<file path="src/rtl/wb_regfile_scoreboard.sv">
// Writeback-side register file with bypassed read ports and a busy-bit scoreboard.
// The scoreboard stalls issue on RAW/WAW hazards against in-flight destinations.
module wb_regfile_scoreboard #(
    parameter int XLEN = 32,
    parameter int NREG = 16,
    parameter int AW   = 4
) (
    input  logic            clk,
    input  logic            rst,
    input  logic            wb_en_i,
    input  logic [AW-1:0]   wb_addr_i,
    input  logic [XLEN-1:0] wb_data_i,
    input  logic            flush_i,
    input  logic            issue_v_i,
    input  logic            issue_wb_i,
    input  logic [AW-1:0]   issue_rd_i,
    input  logic [AW-1:0]   ra_addr_i,
    input  logic [AW-1:0]   rb_addr_i,
    input  logic            ra_use_i,
    input  logic            rb_use_i,
    output logic [XLEN-1:0] ra_data_o,
    output logic [XLEN-1:0] rb_data_o,
    output logic            hazard_o,
    output logic [NREG-1:0] busy_o,
    output logic [AW:0]     inflight_o
);

    logic [XLEN-1:0] regs [NREG];
    logic [NREG-1:0] busy_q;
    logic [NREG-1:0] busy_d;
    logic [AW:0]     inflight_q;
    logic [AW:0]     inflight_d;

    logic wb_hit_a;
    logic wb_hit_b;
    logic wb_hit_rd;
    logic raw_a;
    logic raw_b;
    logic waw;
    logic accept;

    // A same-cycle writeback to a source or destination resolves its hazard via the bypass.
    assign wb_hit_a  = wb_en_i && (wb_addr_i == ra_addr_i);
    assign wb_hit_b  = wb_en_i && (wb_addr_i == rb_addr_i);
    assign wb_hit_rd = wb_en_i && (wb_addr_i == issue_rd_i);

    assign ra_data_o = wb_hit_a ? wb_data_i : regs[ra_addr_i];
    assign rb_data_o = wb_hit_b ? wb_data_i : regs[rb_addr_i];

    assign raw_a    = ra_use_i   && busy_q[ra_addr_i]  && !wb_hit_a;
    assign raw_b    = rb_use_i   && busy_q[rb_addr_i]  && !wb_hit_b;
    assign waw      = issue_wb_i && busy_q[issue_rd_i] && !wb_hit_rd;
    assign hazard_o = issue_v_i && (raw_a || raw_b || waw);
    assign accept   = issue_v_i && !hazard_o && !flush_i;

    // Clear is applied before set so a new producer to the retiring register keeps its bit.
    always_comb begin
        busy_d     = busy_q;
        inflight_d = '0;
        if (wb_en_i) begin
            busy_d[wb_addr_i] = 1'b0;
        end
        if (accept && issue_wb_i) begin
            busy_d[issue_rd_i] = 1'b1;
        end
        for (int i = 0; i < NREG; i++) begin
            inflight_d = inflight_d + (AW+1)'(busy_d[i]);
        end
    end

    always_ff @(posedge clk) begin
        if (rst) begin
            busy_q     <= '0;
            inflight_q <= '0;
            for (int i = 0; i < NREG; i++) begin
                regs[i] <= '0;
            end
        end else begin
            busy_q     <= busy_d;
            inflight_q <= inflight_d;
            if (wb_en_i) begin
                regs[wb_addr_i] <= wb_data_i;
            end
        end
    end

    assign busy_o     = busy_q;
    assign inflight_o = inflight_q;

endmodule

</file>
<file path="config.mk">
export PLATFORM = sky130hd
export DESIGN_NAME = wb_regfile_scoreboard
export DESIGN_NICKNAME = d
export VERILOG_FILES = /design/src/rtl/wb_regfile_scoreboard.sv
export SDC_FILE = /design/constraint.sdc
export NUM_CORES = 1
export LEC_CHECK = 0
export CORE_ASPECT_RATIO = 0.9
export CORE_MARGIN = 2
export CORE_UTILIZATION = 41
export DETAILED_ROUTE_END_ITERATION = 10
export PLACE_DENSITY_LB_ADDON = 0.25
export SKIP_CTS_REPAIR_TIMING = 1
export SLEW_MARGIN = 25
export SYNTH_ARGS = -nofsm -noshare
export SYNTH_HDL_FRONTEND = slang
export SYNTH_SLANG_ARGS = --single-unit
export TNS_END_PERCENT = 50
</file>
<file path="constraint.sdc">
create_clock -name clk -period 12.2 [get_ports clk]
set_clock_uncertainty 0.05 [all_clocks]
set_input_delay 3.05 -clock clk [delete_from_list [all_inputs] [get_ports clk]]
set_output_delay 3.05 -clock clk [all_outputs]
set_load 0.02 [all_outputs]
</file>
==> results.py <==
metrics = {
    "place": {
        "port_buffers": 141,
        "dpl.hpwl_um": 48100,
        "dp_slack_ns": 2.68,
        "gp_congestion": 0.839,
    },
    "global_routing": {
        "antenna_found_initial": 7,
        "grt_start_max_net_pins": 104,
        "grt.overflow.total": 0,
        "grt_pass1_wl_um": 130000,
        "grt_pass1_vias": 18600,
        "track_usage_pct": 24.7,
    },
    "power_and_ir_drop": {
        "power.density_mw_per_mm2": 139,
        "power_uw": 4710,
        "leakagePower_uw": 0.0114,
        "irDropWorstVdd_v": 0.000111,
    },
    "timing": {
        "rsz0062_at_grt": "false",
        "period_needed_ns": 9.54,
        "hold_slack_ns": 0.536,
        "setup_viol": 0,
        "setup-tns-final_ns": 0,
        "fin_ws_ns": 2.66,
        "slew_headroom_pct": 26.5,
        "worstMarginPinSlew_ns": 1.10,
        "fmax_mhz": 105,
        "post-route-period-util_pct": 78.2,
        "final-hold-violation-count": 0,
        "drv_slew": 0,
    },
    "floorplan": {
        "die_y_um": 258,
        "coreArea_mm2": 0.0712,
        "num_rows": 93,
        "die_x_um": 286,
        "io_pins": 142,
        "start_util_pct": 41.3,
        "die_area_mm2": 0.0738,
    },
    "min_path": {
        "hp-class": "flop to flop",
        "hold_path_end": "busy_o[2]",
        "hold_start": "busy_o[2]",
        "hold_depth": 2,
    },
    "synthesis": {
        "synth.avg_cell_area_um2": 16.1,
        "yosys_warnings": 0,
        "synth_area_mm2": 0.0294,
        "synth-seq-cells": 533,
        "yosysSeqAreaShare_pct": 53.8,
        "synth.net_count": 1896,
        "synthDistinctLibCells": 43,
        "netlist_instances": 1825,
    },
    "worst_setup_path": {
        "path_max_fanout": 85,
        "r2r_start": "busy_o[10]",
        "critPathKind": "input port to output port",
        "r2r_end": "inflight_o[4]",
        "r2r_cells": 18,
        "start_kind": "input port",
        "required_ns": 9.10,
        "cp-end-kind": "output port",
        "arrival_ns": 6.44,
        "r2r_slack_ns": 6.13,
    },
    "drt": {
        "wl_um": 90400,
        "wire_per_inst_um": 31.3,
        "drtIter0Drc": 2039,
        "drc": 0,
        "dr_total_vias": 17500,
        "routed_via_density": 6.05,
        "postRouteAntennaNets": 0,
        "dr.pass1.iters": 5,
    },
    "clocking": {
        "cts.sinks": 533,
        "cts_tree": "built",
        "clk_pin_slew_ns": 0.06,
        "ctsLongestPathBuffers": 3,
        "htree_levels": 2,
        "numCtsBuffers": 58,
        "clkLatencyLatePin_ns": 0.62,
        "cts_root_buf": "clkbuf_16",
    },
    "finish": {
        "nets": 1960,
        "fillers": 6080,
        "areaGrowthSynthToFinish_pct": 15.1,
        "layout-drive-gt1-share_pct": 30.0,
    },
    "job": {
        "max_cap_violations": 0,
    },
    "status": {
        "outcome": "finished, final reports clean",
    },
}
-- how the worst max path moves through the flow --
stage / start / end / slack, ns / cells after the start
global placement: rb_addr_i[1] / rb_data_o[27] / 2.70 / 6
CTS: rb_addr_i[1] / rb_data_o[27] / 2.67 / 6
global route: rb_addr_i[1] / rb_data_o[19] / 2.60 / 6
detailed placement: rb_addr_i[1] / rb_data_o[27] / 2.68 / 6
floorplan: ra_addr_i[1] / ra_data_o[11] / 3.99 / 6
finish: rb_addr_i[1] / rb_data_o[0] / 2.66 / 6
-- metal layers --
metal / wire length [um] / track usage, %
met1: 35000 / 32.6
met2: 45500 / 42.2
met3: 7800 / 4.70
met4: 2130 / 6.56
met5: 11 / 0
-- area by class of cell --
cell class	instances	area, um^2	share of cell area, %
repair buffers	186	1770	5.24
well taps	950	1190	3.52
clock inverters	33	460	1.36
clock buffers	75	1560	4.61
flip-flops and latches	533	15800	46.7
inverters	14	52.6	0.155
multi-input cells	1096	13000	38.4
diodes	2	5.00	0.0148
-- power by group --
part | total, uW | switching, uW | internal [uW]
Combinational | 665 | 338 | 327
Clock | 1880 | 752 | 1130
Sequential | 2160 | 51.5 | 2110
-- metrics by stage --
stage / cell area [um^2] / instances / util, %
finish: 33800 / 2889 / 47.5
floorplan: 29400 / 1825 / -
CTS: 33800 / 2887 / 47.5
global placement: 31800 / 2779 / 44.6
detailed placement: 31800 / 2779 / 44.6
global route: 33800 / 2887 / 47.5
-- registers in the layout, summed over array words and instances (netlist names) --
signal,flops
inflight_o,5
regs,512
busy_o,16
-- synth_stat cells --
master	n	area [um^2]
fa_1	10	200
xor2_1	10	87.6
o22ai_1	4	25.0
o41a_1	2	22.5
nor3_1	9	45.0
buf_1	6	22.5
or3_1	6	37.5
o21ai_0	10	50.1
mux2i_1	6	60.1
edfxtp_1	512	15400
o31ai_2	4	50.1
a22oi_1	1	7.51
a31oi_1	1	6.26
nor4_1	1	6.26
nand4bb_1	1	11.3
buf_6	2	22.5
buf_4	4	30.0
or2_2	8	50.1
a21o_1	1	7.51
o41ai_1	3	26.3
o41ai_2	1	16.3
nand2_1	24	90.1
dfxtp_1	21	420
o31a_1	3	26.3
nor2_1	18	67.6
nand3_1	5	25.0
nand3b_1	4	30.0
xnor2_1	4	35.0
clkbuf_1	139	522
nor3b_1	1	7.51
mux2_2	64	721
o32ai_1	8	70.1
o21bai_1	7	52.6
inv_1	14	52.6
ha_1	5	62.6
buf_2	31	155
a21oi_1	2	10.0
a32o_1	1	10.0
and2_1	513	3210
nand2b_1	19	119
mux4_2	332	7480
o31ai_1	4	30.0
nor2b_1	4	25.0
-- kinds of logic (layout without fill, tap and decap cells) --
family / after synthesis / count (layout) / synth area share (%)
simple gates: 613 / 613 / 12.7
flops: 533 / 533 / 53.8
mux: 402 / 402 / 28.1
buf+inv: 196 / 308 / 2.74
compound gates: 52 / 52 / 1.40
fa+ha+maj: 15 / 15 / 0.894
xor+xnor: 14 / 14 / 0.417
other cells: 0 / 2 / 0
-- layout by cell type (no fill, tap or decap), types with 7 or more instances in the layout --
cell and instances:
and2_1 513, buf_4 44, bufinv_16 11, clkbuf_1 15, clkbuf_16 60, clkdlybuf4s50_1 133
clkinv_1 8, clkinv_2 11, dfxtp_1 21, edfxtp_1 512, fa_1 10, inv_1 14
mux2_2 64, mux4_2 332, nand2_1 24, nand2b_1 10, nor2_1 8, nor2_2 7
o21ai_0 10, o21bai_4 7, o32ai_1 8, or2_2 8, xor2_1 10
-- critical path, stage by stage --
cell,delay [ns]
buf_6,0.74
buf_4,0.76
mux4_2,0.42
mux4_2,0.52
mux2_2,0.28
clkdlybuf4s50_1,0.55
No activity file was read; power rests on OpenSTA's default activity.
